File: config.mk
export PLATFORM = sky130hd
export DESIGN_NAME = portcullis_ctrl
export DESIGN_NICKNAME = d
export VERILOG_FILES = /design/src/rtl/portcullis_ctrl_pkg.sv /design/src/rtl/pc_edge_det.sv /design/src/rtl/portcullis_ctrl.sv
export SDC_FILE = /design/constraint.sdc
export NUM_CORES = 1
export LEC_CHECK = 0
export CAP_MARGIN = 0
export CELL_PAD_IN_SITES_DETAIL_PLACEMENT = 0
export CELL_PAD_IN_SITES_GLOBAL_PLACEMENT = 2
export CORE_ASPECT_RATIO = 1.1
export CORE_UTILIZATION = 32
export DETAILED_ROUTE_END_ITERATION = 7
export GPL_TIMING_DRIVEN = 0
export PLACE_DENSITY = 0.72
export SETUP_SLACK_MARGIN = 0.4
export SLEW_MARGIN = 20
export SYNTH_ARGS = -nofsm -noshare
export SYNTH_HDL_FRONTEND = slang
export SYNTH_SLANG_ARGS = --single-unit
File: constraint.sdc
create_clock -name clk -period 2.3 [get_ports clk]
set_clock_uncertainty 0.05 [all_clocks]
set_input_delay 0.46 -clock clk [delete_from_list [all_inputs] [get_ports clk]]
set_output_delay 0.46 -clock clk [all_outputs]
set_load 0.02 [all_outputs]
File: src/rtl/portcullis_ctrl_pkg.sv
// Shared definitions for the portcullis gate controller.
// State codes are also used by the status decoder and the bench.
package portcullis_ctrl_pkg;

  typedef enum logic [2:0] {
    ST_INIT     = 3'd0,
    ST_CLOSED   = 3'd1,
    ST_RAISING  = 3'd2,
    ST_OPEN     = 3'd3,
    ST_LOWERING = 3'd4,
    ST_DEAD     = 3'd5,
    ST_FAULT    = 3'd6
  } state_t;

  // Direction to resume after the dead time.
  localparam logic TGT_LOWER = 1'b0;
  localparam logic TGT_RAISE = 1'b1;

  // Motor enables are a pure decode of the state.
  function automatic logic [1:0] motor_of(state_t s);
    logic [1:0] m;
    m = 2'b00;
    if (s == ST_RAISING) m = 2'b10;
    if (s == ST_LOWERING) m = 2'b01;
    return m;
  endfunction

endpackage

File: src/rtl/pc_edge_det.sv
// Rising-edge detector for the command button.
// A held button yields a single one-cycle pulse.
module pc_edge_det (
  input  logic clk,
  input  logic rst,
  input  logic a,
  output logic rise
);

  logic a_q;

  // Previous-cycle copy of the button level.
  always_ff @(posedge clk) begin
    if (rst) a_q <= 1'b0;
    else     a_q <= a;
  end

  assign rise = a & ~a_q;

endmodule

File: src/rtl/portcullis_ctrl.sv
// Portcullis motor controller: edge-triggered command button,
// travel timeout, auto-close, obstruction reversal, latched fault.
module portcullis_ctrl
  import portcullis_ctrl_pkg::*;
#(
  parameter int CNT_W       = 16,
  parameter int TRAVEL_MAX  = 1000,
  parameter int HOLD_CYCLES = 500,
  parameter int DEAD_CYCLES = 4,
  parameter bit AUTO_CLOSE  = 1'b1
) (
  input  logic       clk,
  input  logic       rst,
  input  logic       A,
  input  logic       UP_LMT,
  input  logic       DW_LMT,
  input  logic       OBST,
  input  logic       CLR_FAULT,
  output logic       MOT_UP,
  output logic       MOT_DW,
  output logic       FAULT,
  output logic [2:0] STATE
);

  localparam logic [CNT_W-1:0] TRV_LAST  = CNT_W'(TRAVEL_MAX - 1);
  localparam logic [CNT_W-1:0] HOLD_LAST = CNT_W'(HOLD_CYCLES - 1);
  localparam logic [CNT_W-1:0] DEAD_LAST = CNT_W'(DEAD_CYCLES - 1);
  localparam logic [CNT_W-1:0] CNT_MAX   = '1;

  state_t           state;
  state_t           state_nx;
  logic             tgt;
  logic             tgt_nx;
  logic [CNT_W-1:0] cnt;
  logic             cnt_hold;
  logic             a_rise;
  logic             both_lmt;
  logic             trv_done;
  logic [1:0]       mot;

  pc_edge_det u_edge (
    .clk  (clk),
    .rst  (rst),
    .a    (A),
    .rise (a_rise)
  );

  assign both_lmt = UP_LMT & DW_LMT;
  assign trv_done = (cnt == TRV_LAST);

  // State and reversal-target registers.
  always_ff @(posedge clk) begin
    if (rst) begin
      state <= ST_INIT;
      tgt   <= TGT_LOWER;
    end else begin
      state <= state_nx;
      tgt   <= tgt_nx;
    end
  end

  // Time-in-state counter; an obstruction in OPEN restarts the hold.
  always_ff @(posedge clk) begin
    if (rst) begin
      cnt <= '0;
    end else if ((state_nx != state) || cnt_hold) begin
      cnt <= '0;
    end else if (cnt != CNT_MAX) begin
      cnt <= cnt + 1'b1;
    end
  end

  // Next-state logic; conflicting limits override every state but INIT.
  always_comb begin
    state_nx = state;
    tgt_nx   = tgt;
    cnt_hold = 1'b0;
    if ((state != ST_INIT) && both_lmt) begin
      state_nx = ST_FAULT;
    end else begin
      unique case (state)
        ST_INIT: begin
          if (DW_LMT)      state_nx = ST_CLOSED;
          else if (UP_LMT) state_nx = ST_OPEN;
          else             state_nx = ST_LOWERING;
        end
        ST_CLOSED: begin
          if (a_rise) state_nx = ST_RAISING;
        end
        ST_RAISING: begin
          if (UP_LMT) begin
            state_nx = ST_OPEN;
          end else if (trv_done) begin
            state_nx = ST_FAULT;
          end else if (a_rise) begin
            state_nx = ST_DEAD;
            tgt_nx   = TGT_LOWER;
          end
        end
        ST_OPEN: begin
          cnt_hold = OBST;
          if (a_rise && !OBST) begin
            state_nx = ST_LOWERING;
          end else if (AUTO_CLOSE && !OBST
                       && (cnt == HOLD_LAST)) begin
            state_nx = ST_LOWERING;
          end
        end
        ST_LOWERING: begin
          if (OBST) begin
            state_nx = ST_DEAD;
            tgt_nx   = TGT_RAISE;
          end else if (DW_LMT) begin
            state_nx = ST_CLOSED;
          end else if (trv_done) begin
            state_nx = ST_FAULT;
          end else if (a_rise) begin
            state_nx = ST_DEAD;
            tgt_nx   = TGT_RAISE;
          end
        end
        ST_DEAD: begin
          if (cnt == DEAD_LAST) begin
            state_nx = (tgt == TGT_RAISE) ? ST_RAISING
                                          : ST_LOWERING;
          end
        end
        ST_FAULT: begin
          if (CLR_FAULT) state_nx = ST_INIT;
        end
        default: state_nx = ST_INIT;
      endcase
    end
  end

  // Moore outputs decoded from the state register.
  always_comb begin
    mot    = motor_of(state);
    MOT_UP = mot[1];
    MOT_DW = mot[0];
    FAULT  = (state == ST_FAULT);
    STATE  = state;
  end

endmodule
* Word-level counts from Yosys, hierarchy flattened
Index checks and enable logic that the tools add are counted. W data, S select, Z words.
Cells by class: add/subtract/negate cells 1, eq/ne operators 17, muxes and demuxes 27, bitwise operators 4, reduce and logical (&&, ||, !) cells 10
Operators by type and width (count):
- $mux W3 | 14
- $pmux W3 S7 | 1
- $add A16 B1 Y16 const B | 1
- $eq A16 B10 Y1 const B | 1
- $eq A16 B2 Y1 const B | 1
- $eq A16 B9 Y1 const B | 1
- $ne A16 B16 Y1 const B | 1
- $eq A3 B3 Y1 const B | 3
- $mux W1 | 9
- $ne A3 B3 Y1 const B | 3
- $reduce_and A8 Y1 | 1
- $eq A3 B2 Y1 const B | 2
- $ne A2 B2 Y1 const B | 3
- $mux W2 | 2
- $eq A3 B1 Y1 const B | 1
- $logic_and A1 B1 Y1 | 3
- $logic_not A3 Y1 | 1
- $ne A3 B3 Y1 | 1
- $reduce_bool A3 Y1 | 1
- $and A1 B1 Y1 | 2
- $not A1 Y1 | 2
- $pmux W1 S2 | 1
- $reduce_bool A2 Y1 | 1
- $reduce_or A2 Y1 | 1
- other kinds (2) | 2
Word-level totals: register bits 21, input port bits 7, logic and storage cells 63

* Longest topological paths before layout
depth in word-level cells 11, depth in mapped cells 9, depth with buffers taken out 7

* By module
Synthesis repeated with hierarchy kept, for this count alone.
Second synthesis, totals: cell total of the unflattened synthesis 178, area, all modules 1413.9 µm²
By module, submodules not included:
- portcullis_ctrl | times used 1, cells an instance 175, area each 1366.3 µm²
- pc_edge_det | times used 1, cells an instance 3, area each 47.5 µm²

* Least setup slack after synthesis
No wires, ideal clock.
path kind reg-to-reg, start point register cnt[0], end point register cnt[5], data arrival time 2026 ps, required time 2117 ps, slack 90 ps, stages on the path, launching flop included 9, clock period less this slack 2210 ps, cell sequence dfxtp_1 -> ha_1 -> nand3_1 -> nand4bb_4 -> a2111oi_4 -> nor4_2 -> o32ai_4 -> buf_8 -> nor3_2
On the way: cells in the longest elaborated chain, start to end 9, elaborated cells on any way between the ends 18
RTL lines:
- start, declared | line portcullis_ctrl.sv:34 | logic [CNT_W-1:0] cnt;
- start signal, assigned | line portcullis_ctrl.sv:69 | cnt <= cnt + 1'b1;
- $eq A16 B10 Y1 / $eq A16 B9 Y1 (equally long branches) | line portcullis_ctrl.sv:49, portcullis_ctrl.sv:105
- $mux W3 / $logic_and A1 B1 Y1 (equally long branches) | line portcullis_ctrl.sv:115, portcullis_ctrl.sv:105
- $mux W3 (on tied branches) | line portcullis_ctrl.sv:113, portcullis_ctrl.sv:104
- $mux W3 (on tied branches) | line portcullis_ctrl.sv:110, portcullis_ctrl.sv:102
- $pmux W3 S7 | line portcullis_ctrl.sv:81 | unique case (state)
- $mux W3 | line portcullis_ctrl.sv:78 | if ((state != ST_INIT) && both_lmt) begin
- $ne A3 B3 Y1 | line portcullis_ctrl.sv:66 | end else if ((state_nx != state) || cnt_hold) begin
- $logic_or A1 B1 Y1 | line portcullis_ctrl.sv:66
- $reduce_or A2 Y1 (no source line)
Several ways; a longest one is shown, not always the timed one. A chain may end at the register's enable or synchronous reset.

* Final worst setup path
start point register state[0], in the netlist STATE[0], end point register cnt[15]
On the way: cells in the longest elaborated chain, start to end 9, elaborated cells on any way between the ends 26
RTL lines:
- start, declared | line portcullis_ctrl.sv:30 | state_t state;
- start signal, assigned | line portcullis_ctrl.sv:57 | state <= state_nx;
- $mux W3 | line portcullis_ctrl.sv:95, portcullis_ctrl.sv:117
- $mux W3 | line portcullis_ctrl.sv:115 | end else if (trv_done) begin
- $mux W3 | line portcullis_ctrl.sv:113 | end else if (DW_LMT) begin
- $mux W3 | line portcullis_ctrl.sv:110 | if (OBST) begin
- $pmux W3 S7 | line portcullis_ctrl.sv:81
- $mux W3 | line portcullis_ctrl.sv:78
- $ne A3 B3 Y1 | line portcullis_ctrl.sv:66
- $logic_or A1 B1 Y1 * | line portcullis_ctrl.sv:66
- $reduce_or A2 Y1 (no source line) *
Every way passes the cells marked *; elsewhere a longest branch is shown, timed or not.

==> results.json <==
{
  "core_sq_um": 5000,
  "syn_to_final_growth_pct": 37.0,
  "grt_pass1_wl_mm": 7.62,
  "grt-busiest-layer": "met2",
  "gp_congestion": 0.787,
  "met1_usage_pct": 20.0,
  "std_cell_rows": 27,
  "drive_above_1_share_pct": 44.1,
  "clk_latency_ns": 0.26,
  "syn_area_sq_um": 1650,
  "ys.flop_type": "dfxtp_1",
  "finish.net_count": 231,
  "synth_edf_count": 0,
  "clock-root-buffer": "clkbuf_8",
  "tightest_slew_ns": 0.753,
  "track_usage_pct": 17.2,
  "finalCritPeriodShare_pct": 97.0,
  "cts_buffers": 3,
  "finalHoldViolCount": 0,
  "cellPowerDensity_nw_per_um2": 725,
  "synth.distinct_cells": 57,
  "vias": 1583,
  "vias_per_cell": 5.65,
  "regArea_sq_um": 449,
  "start_util_pct": 33.1,
  "synth_top_cell_by_area": "dfxtp_1",
  "syn-instance-count": 189,
  "wl_per_cell_microns": 16.2,
  "grt_pass1_vias": 1584,
  "violations": "design-rule violations",
  "post-synth-top-count-cell": "dfxtp_1",
  "syn_area_per_cell_sq_um": 8.75,
  "path_max_fanout": 10,
  "grt_max_degree": 12,
  "synthTopCellsByArea": "dfxtp_1 25%, nor3_2 7.3%, xnor2_1 4.8%, a211oi_1 4.5%, nor2_1 4.3%",
  "status": "finished with violations",
  "dpl.hpwl_mm": 3.27,
  "ctsHtreeMaxLevel": 1,
  "path_class": "register to register",
  "yosysSeqAreaShare_pct": 25.4,
  "wl_mm": 4.55,
  "yosys_register_bits": 21,
  "timing.slew.headroom_pct": 48.5,
  "cts_sinks": 21,
  "gr-usage-met2_pct": 33.1,
  "dieArea_sq_um": 5460,
  "ys_warn_count": 0,
  "drc": 2,
  "clk_path_buf_depth": 2,
  "overflow": 0,
  "cp.arrival_ns": 2.35,
  "p_leak_nw": 0.779,
  "yosys-top-cells-count": "21 x dfxtp_1, 19 x nor2_1, 16 x nand2_1",
  "die_w_microns": 70.6,
  "maxCapViolCount": 0,
  "multi_input_area_sq_um": 1310,
  "fillerInstances": 490,
  "finalSetupTns_ns": 0,
  "antenna_cells": 0,
  "ios": 13,
  "ys_async_sr_fraction_pct": 0,
  "antenna_found_initial": 0,
  "grtUsageMet3_pct": 1.82,
  "final_util_pct": 45.3,
  "min_period_ns": 2.23,
  "clock.fmax_mhz": 448,
  "portBuffers": 10,
  "worstPathRequired_ns": 2.42,
  "slew_viol_final": 0,
  "syn_nets": 197,
  "drtPass1Iterations": 6,
  "hold_path_class": "input port to register",
  "start_kind": "register",
  "cts_tree": "done",
  "setup_violations": 0,
  "critPathCaptureType": "register",
  "rsz0062_at_grt": "true",
  "ant_nets": 0,
  "clkTransAtPathRegs_ns": 0.08,
  "vdd_ir_drop_max_uv": 374,
  "fp.dieH_microns": 77.4,
  "drtIter0Drc": 81,
  "synth_top_area_share_pct": 25.4
}
cells in the final DEF, fill, tap and decap left out, types with 3 or more instances in the layout:
cell type | synthesis | final
dfxtp_4 | 0 | 5
a211oi_1 | 10 | 7
nor3_2 | 12 | 10
dfxtp_1 | 21 | 8
nor2b_1 | 5 | 3
dfxtp_2 | 0 | 8
clkbuf_8 | 3 | 6
nand4_1 | 3 | 3
buf_2 | 1 | 6
buf_4 | 3 | 14
inv_1 | 3 | 3
nand2_1 | 16 | 16
xnor2_1 | 9 | 9
nor3_1 | 6 | 6
nor4_4 | 2 | 3
clkdlybuf4s50_1 | 0 | 4
mux2i_1 | 3 | 3
nand3_1 | 8 | 6
nor2_1 | 19 | 17
a21o_1 | 3 | 3
a21oi_1 | 5 | 4
buf_6 | 0 | 7
o21ai_0 | 5 | 4
cell families (layout without fill, tap and decap cells):
group           count (synthesis)  count (layout)  share of synthesized area, %
compound gates                 40              40                          19.3
xor+xnor                       11              11                          5.82
fa+ha+maj                       1               1                         0.756
buf+inv                        14              47                          6.50
flops                          21              21                          25.4
mux                             4               4                          2.65
simple gates                   98              98                          39.6
final cells by class:
class | instances | area share (%)
clock buffers | 4 | 1.99
well taps | 58 | 3.20
plain buffers | 11 | 5.80
flip-flops and latches | 21 | 19.8
repair buffers | 29 | 10.9
multi-input cells | 154 | 57.8
inverters | 3 | 0.497
worst max-delay path: stages (launching register included):
cell	delay (ns)
dfxtp_2	0.37
clkbuf_8	0.19
nor4bb_1	0.46
a211oi_4	0.11
o22ai_4	0.20
o21a_1	0.18
o32ai_4	0.11
buf_6	0.15
buf_4	0.13
a211oi_1	0.18
metal layers:
| layer | share of wire [%] | up-vias |
|---|---|---|
| li1 | - | 775 |
| met1 | 42 | 774 |
| met2 | 54 | 24 |
| met3 | 1.8 | 10 |
| met4 | 2.1 | 0 |
| met5 | 0 | - |
timing repair:
item | in CTS | in global routing
gates cloned | 1 | 0
buffers inserted | 9 | 9
resized for setup | 38 | 35
setup endpoints to repair | 22 | 20
pin swaps | 12 | 13
hold buffers | 0 | 0
registers in the layout, indices dropped and copies added, names as in the netlist:
name	flops
cnt	16
tgt	1
STATE	3
u_edge.a_q	1
per-stage QoR:
stage	setup slack, ns	hold WS [ns]	cells	power [mW]	area, sq um
finish	0.0685	0.421	280	1.64	2270
global route	-0.0309	0.449	280	1.72	2270
CTS	0.0345	0.495	271	1.54	2090
detailed placement	-0.508	0.469	257	1.09	1910
global placement	-0.488	0.464	257	1.08	1910
floorplan	0.245	0.424	189	0.922	1740
power by group:
part	switching [mW]	total [mW]	internal, mW
sequential	0.0267	0.414	0.387
clock	0.123	0.247	0.123
combinational	0.493	0.981	0.488
total	0.643	1.64	0.999
worst paths after layout:
path / startpoint / slack (ns) / end / cells past startpoint
min: A / 0.42 / u_edge.a_q / 2
min reg2reg: cnt[4] / 0.50 / cnt[4] / 2
max reg2reg: STATE[0] / 0.07 / cnt[15] / 9
max: STATE[0] / 0.07 / cnt[15] / 9
(Power assumes the default switching activity.)
